### src/rtl/ysyx_23060184_pcgen.sv
// PC generator: issues fetch addresses, tracks in-flight PCs,
// verifies retired next-PCs and redirects on mismatch or trap.
module ysyx_23060184_pcgen #(
   parameter int unsigned           DATA_WIDTH = 32,
   parameter logic [DATA_WIDTH-1:0] RESET_VEC  = 32'h80000000,
   parameter int unsigned           INST_BYTES = 4,
   parameter int unsigned           DEPTH      = 4,
   parameter bit                    PREFETCH   = 1'b1
) (
   input  logic                       clk,
   input  logic                       rstn,
   output logic                       pc_valid,
   input  logic                       pc_ready,
   output logic [DATA_WIDTH-1:0]      pc,
   input  logic                       wb_valid,
   output logic                       wb_ready,
   input  logic [DATA_WIDTH-1:0]      wb_npc,
   input  logic                       redir_valid,
   input  logic [DATA_WIDTH-1:0]      redir_pc,
   output logic                       flush,
   output logic [$clog2(DEPTH):0]     outstanding
);

   localparam int unsigned PW = $clog2(DEPTH);
   localparam int unsigned CW = PW + 1;

   localparam logic [CW-1:0] LIM =
      PREFETCH ? CW'(DEPTH) : CW'(1);

   localparam logic [DATA_WIDTH-1:0] INC =
      DATA_WIDTH'(INST_BYTES);

   logic [DATA_WIDTH-1:0] pc_q;
   logic [DATA_WIDTH-1:0] pc_d;
   logic [PW-1:0]         head_q;
   logic [PW-1:0]         head_d;
   logic [PW-1:0]         tail_q;
   logic [PW-1:0]         tail_d;
   logic [CW-1:0]         count_q;
   logic [CW-1:0]         count_d;
   logic                  flush_q;
   logic                  flush_d;
   logic                  enq;

   logic [DATA_WIDTH-1:0] q_mem [DEPTH];
   logic [DATA_WIDTH-1:0] head_pc;
   logic [DATA_WIDTH-1:0] exp_npc;

   logic issue;
   logic retire;
   logic mis;

   assign pc_valid = rstn && !flush_q
                     && (count_q < LIM);

   assign wb_ready = (count_q != '0) && !flush_q;

   assign issue  = pc_valid && pc_ready;
   assign retire = wb_valid && wb_ready;

   assign head_pc = q_mem[head_q];
   assign exp_npc = head_pc + INC;

   // Only speculative mode can mispredict;
   // legacy mode just takes wb_npc as the next PC.
   assign mis = PREFETCH && retire
                && (wb_npc != exp_npc);

   assign pc          = pc_q;
   assign flush       = flush_q;
   assign outstanding = count_q;

   // Next-state: redirect beats mismatch beats bookkeeping.
   // Any redirect or mismatch drops a same-cycle issue.
   always_comb begin
      pc_d    = pc_q;
      head_d  = head_q;
      tail_d  = tail_q;
      count_d = count_q;
      flush_d = 1'b0;
      enq     = 1'b0;
      if (redir_valid) begin
         pc_d    = redir_pc;
         head_d  = '0;
         tail_d  = '0;
         count_d = '0;
         flush_d = 1'b1;
      end else if (mis) begin
         pc_d    = wb_npc;
         head_d  = '0;
         tail_d  = '0;
         count_d = '0;
         flush_d = 1'b1;
      end else if (PREFETCH) begin
         if (issue) begin
            enq    = 1'b1;
            tail_d = tail_q + PW'(1);
            pc_d   = pc_q + INC;
         end
         if (retire) begin
            head_d = head_q + PW'(1);
         end
         unique case ({issue, retire})
            2'b10:   count_d = count_q + CW'(1);
            2'b01:   count_d = count_q - CW'(1);
            default: count_d = count_q;
         endcase
      end else begin
         if (issue) begin
            enq     = 1'b1;
            count_d = CW'(1);
         end
         if (retire) begin
            pc_d    = wb_npc;
            count_d = '0;
         end
      end
   end

   // Control state register with synchronous reset.
   always_ff @(posedge clk) begin
      if (!rstn) begin
         pc_q    <= RESET_VEC;
         head_q  <= '0;
         tail_q  <= '0;
         count_q <= '0;
         flush_q <= 1'b0;
      end else begin
         pc_q    <= pc_d;
         head_q  <= head_d;
         tail_q  <= tail_d;
         count_q <= count_d;
         flush_q <= flush_d;
      end
   end

   // Issued-PC storage; entries are only read while valid.
   always_ff @(posedge clk) begin
      if (rstn && enq) begin
         q_mem[tail_q] <= pc_q;
      end
   end

endmodule

### config.mk
export PLATFORM = sky130hd
export DESIGN_NAME = ysyx_23060184_pcgen
export DESIGN_NICKNAME = d
export VERILOG_FILES = /design/src/rtl/ysyx_23060184_pcgen.sv
export SDC_FILE = /design/constraint.sdc
export NUM_CORES = 1
export LEC_CHECK = 0
export CAP_MARGIN = 30
export CORE_ASPECT_RATIO = 0.5
export CORE_MARGIN = 2
export CORE_UTILIZATION = 35
export DETAILED_ROUTE_END_ITERATION = 8
export PLACE_DENSITY_LB_ADDON = 0.1
export REMOVE_ABC_BUFFERS = 1
export SKIP_CTS_REPAIR_TIMING = 1
export SLEW_MARGIN = 10
export SYNTH_ARGS = -nofsm -noshare
export SYNTH_HDL_FRONTEND = slang
export SYNTH_SLANG_ARGS = --single-unit
### constraint.sdc
create_clock -name clk -period 6.63 [get_ports clk]
set_clock_uncertainty 0.05 [all_clocks]
set_input_delay 1.326 -clock clk [delete_from_list [all_inputs] [get_ports clk]]
set_output_delay 1.326 -clock clk [all_outputs]
set_load 0.1 [all_outputs]
======== Word level (Yosys, flattened, before mapping) ========
Memory sizes are Yosys's and may differ from the RTL's. A register that Yosys moved wholly into a read port is not among the register bits.
Index checks and enable logic that the tools add are counted.
storage, ports and cells
  flip-flop bits (word level) ............. 40
  memory bits (writable) .................. 128
  output and inout bits ................... 38
  word-level logic and storage cells ...... 42
  memories ................................ 1
cells by class
  add/sub/neg operators ................... 6
  magnitude comparators ................... 1
  eq/ne operators ......................... 3
  muxes and demuxes ....................... 13
  bitwise logic cells ..................... 1
  reductions and logical operators ........ 12
memory list
  name   words  width  rd ports  clocked after memory_dff  wr ports  RTL line  RTL
  q_mem  4      32     1         1                         1         45        logic [DATA_WIDTH-1:0] q_mem [DEPTH];
operators with widths
  kind                                                                   count
  32-bit two-way mux                                                     3
  32-bit by 3-bit adder with 32-bit output, second input constant        2
  32-bit != test                                                         1
  1-bit logical AND                                                      7
  1-bit two-way mux                                                      7
  3-bit case mux with 2 select lines                                     1
  3-bit nonzero test                                                     2
  2-bit by 1-bit adder with 2-bit output, second input constant          2
  2-bit two-way mux                                                      2
  3-bit by 1-bit adder with 3-bit output, second input constant          1
  3-bit < comparator, second input constant                              1
  3-bit OR reduction                                                     1
  3-bit by 1-bit subtractor with 3-bit output, second input constant     1
  2-bit by 1-bit equality test with 1-bit output, second input constant  1
  2-bit equality test, second input constant                             1
  2-bit nonzero test                                                     1
  1-bit zero test                                                        1
  1-bit inverter                                                         1

======== Depth between registers and ports, before layout ========
  word-level depth ........................ 10
  mapped depth ............................ 16

======== Least setup slack after synthesis ========
Ideal clock, no wire load.
  path kind ............................... input to register
  start point ............................. in rstn
  end point ............................... mem q_mem[0][0] (enable)
  arrival ................................. 6.105 ns
  data required time ...................... 6.159 ns
  slack ................................... 0.054 ns
  cell stages on the path ................. 8
  buffers on the path ..................... 3
  path through ............................ clkinv_1 -> nor3_1 -> and2_1 -> clkbuf_1 -> clkbuf_1 -> buf_1 -> nand2_1 -> nor2_1
on the way
  word-level cells in the longest chain between the ends .. 9
ends and longest elaborated chain
  element                                  RTL line  RTL
  start: declaration                       11        input logic rstn,
  1-bit logical AND                        53        assign pc_valid = rstn && !flush_q
  1-bit logical AND                        54        && (count_q < LIM);
  named net pc_valid                       12        output logic pc_valid,
  1-bit logical AND                        58        assign issue = pc_valid && pc_ready;
  1-bit two-way mux                        95        if (issue) begin
  1-bit two-way mux                        88        end else if (mis) begin
  1-bit two-way mux                        82        if (redir_valid) begin
  1-bit logical AND                        139       if (rstn && enq) begin
  1-bit two-way mux                        139
  1-bit two-way mux (not written as such)  140       q_mem[tail_q] <= pc_q;
  end: declaration                         45
The timed path passes the listed nets, and every way through them passes these cells.

==> impl_metrics.py <==
metrics = {
    "status": {
        "status": "complete, no violations",
    },
    "placed_design": {
        "gp_routability_congestion": 0.8714,
        "port_buffers": 106,
        "hpwl_um": 20220,
        "place_inst": 1195,
        "placed_cell_area_sq_um": 10520,
    },
    "timing": {
        "grt_setup_unrepaired": "no",
        "slew_violations": 0,
        "fin_crit_ps": 5569,
        "hold_violations": 0,
        "fin_crit_sh_pct": 84.00,
        "setup_violations": 0,
        "clock.fmax_mhz": 179.6,
        "worstMarginPinSlew_ps": 991.3,
        "slew_headroom_pct": 33.71,
    },
    "logic_synthesis": {
        "yosysTopAreaCell": "edfxtp_1",
        "seq_area_frac_synth_pct": 51.54,
        "synth_edf_count": 128,
        "synth_ff_type": "edfxtp_1",
        "synthCells": 767,
        "synth_top_cells_by_area": "edfxtp_1, dfxtp_1, mux4_2",
        "synth_cell_type_count": 66,
        "ys_async_sr_fraction_pct": 0,
        "yosysWarnings": 0,
        "yosysTopAreaCellShare_pct": 42.29,
        "syn_area_sq_um": 9089,
        "syn_avg_cell_area_sq_um": 11.85,
        "yosys_register_bits": 170,
    },
    "floorplanning": {
        "start_util_pct": 35.86,
        "dieHeight_um": 117.9,
        "dieArea_sq_um": 27350,
        "ios": 107,
        "design.core.area_sq_um": 25340,
        "die_w_um": 231.9,
        "num_rows": 41,
    },
    "cells_and_area": {
        "syn_to_final_growth_pct": 22.62,
        "regArea_sq_um": 4686,
        "diodes": 0,
        "drive_above_1_share_pct": 13.02,
        "multi_input_area_sq_um": 4006,
        "nNetsFinal": 947,
        "fill_cells": 2376,
        "instances_no_fill": 1227,
        "final_cell_mix": "edfxtp_1, clkdlybuf4s50_1, nand2_1, xnor2_1, inv_1",
        "stdcell_area_sq_um": 11140,
        "layout_commonest_cell": "edfxtp_1",
    },
    "worst_setup_path": {
        "crit_chain": "mux4_2 > ha_1 > nand4_1 > or4_1 > o31ai_1 > nand2_1 > o21ai_2 > nand3_1 > nor2_4 > buf_4",
        "cp-end-kind": "flop",
        "worst_ep_required_time_ps": 6700,
        "slowest_stage": "dfxtp_1",
        "criticalPathCategory": "reg -> reg",
        "critical_path_arrival_ps": 5640,
        "worstSetupStartpointType": "flop",
        "cpPeakStageDelay_ps": 710,
        "crit_fanout": 18,
    },
    "grt": {
        "grt_max_degree": 46,
        "antenna_found_initial": 0,
        "first_global_vias": 6851,
        "grt_first_pass_wirelength_um": 44590,
        "grt_usage_pct": 22.47,
        "grt.overflow.total": 0,
    },
    "routing": {
        "drt_iter0_markers": 762,
        "drc": 0,
        "ant_nets": 0,
        "routed_via_density": 5.649,
        "route.vias.total": 6931,
        "wl_per_cell_um": 24.43,
        "wl_um": 29980,
        "drtPass1Iterations": 6,
    },
    "clocking": {
        "clock_latency_ps": 450,
        "cts_sinks": 170,
        "cts.root.buffer_cell": "clkbuf_16",
        "clk_path_buf_depth": 2,
        "h-tree-depth": 4,
        "cts_made_buffers": 17,
        "cts_tree": "done",
        "path_clk_slew_ps": 60,
    },
    "power_and_ir_drop": {
        "ir_drop_mv": 0.1722,
        "p_leak_nw": 3.750,
        "power_density_nw_per_um2": 242.7,
    },
    "min_path": {
        "hp-class": "reg -> reg",
    },
    "job": {
        "cap_violations": 0,
    },
}
==> cells in the mapped netlist, drive strengths merged, types with 2 or more instances <==
library cell	number
a211o	7
a211oi	20
a21oi	40
a221o	9
a221oi	11
a31oi	8
a32oi	2
a41oi	2
and2	7
and3	21
and3b	6
and4	10
buf	21
clkbuf	23
clkinv	2
dfxtp	42
edfxtp	128
ha	7
inv	46
mux2i	16
mux4	32
nand2	57
nand2b	7
nand3	30
nand3b	2
nand4	19
nor2	31
nor2b	3
nor3	7
nor4	8
nor4b	2
o2111ai	2
o211a	8
o211ai	2
o21ai	29
o31ai	10
or3	4
or4	3
xnor2	52
xor2	17
==> state kept, by name, summed over array words and instances, names as in the netlist, named ones only <==
name / cells
head_q: 2
pc: 32
tail_q: 2
q_mem: 128
outstanding: 3
flush: 1
==> worst max-delay path: cells and delay by family, from the launching register on <==
kind / cells / cell delay (ps)
simple gates: 5 / 2570
buf+inv: 1 / 410
flops: 1 / 710
fa+ha+maj: 1 / 370
compound gates: 2 / 690
mux: 1 / 410
==> final timing paths <==
path	from	endpoint	slack (ps)	depth (start not counted)
worst max register to register	flop	q_mem[2][15]$_DFFE_PP_	1060	10
worst max-delay path	flop	q_mem[2][15]$_DFFE_PP_	1060	10
worst min-delay path	head_q[1]$_SDFFE_PP0P_	head_q[1]$_SDFFE_PP0P_	490	2
worst min register to register	head_q[1]$_SDFFE_PP0P_	head_q[1]$_SDFFE_PP0P_	490	2
==> kinds of logic (layout without fill, tap and decap cells) <==
| group | Yosys count | after routing | share of synthesized area [%] |
|---|---|---|---|
| buffers and inverters | 92 | 208 | 4.791 |
| and+or+nand+nor | 220 | 220 | 13.12 |
| muxes | 48 | 48 | 9.692 |
| xor gates and xnor gates | 69 | 69 | 6.980 |
| adders and majority gates | 8 | 8 | 1.184 |
| DFF | 170 | 170 | 51.54 |
| AOI/OAI and AO/OA | 160 | 160 | 12.69 |
==> through the flow <==
step	utilization [%]	hold slack [ps]	setup WS (ps)	TNS [ps]	total power [W]
global placement	41.51	459.0	979.6	0	0.001646
global route	43.98	526.0	634.3	0	0.002793
floorplan	-	434.7	-1197	-153270	0.001485
detailed placement	41.52	489.2	865.2	0	0.001648
finish	43.98	489.8	1061	0	0.002705
CTS	43.98	491.7	1027	0	0.002725
==> where the power goes <==
group,internal (W),switching (W),leakage [nW]
Clock,0.000630,0.000448,0.299
Sequential,0.00117,0.0000499,1.52
Combinational,0.000134,0.000270,1.94
==> per-layer routing <==
metal	up-vias	GRT usage, %	part of all wire [%]
met5	-	0	0
met1	3500	33.34	48
met4	0	5.729	1.5
met2	270	32.07	43
met3	27	6.080	7.6
li1	3134	-	-
==> cell type report <==
cell class,instances,area share [%]
sequential,170,42.05
multi-input combinational,505,35.95
timing repair buffer,128,10.94
tap,344,3.862
clock buffer,17,3.817
clock inverter,15,1.774
inverter,48,1.617
No activity file was read; power rests on OpenSTA's default activity.
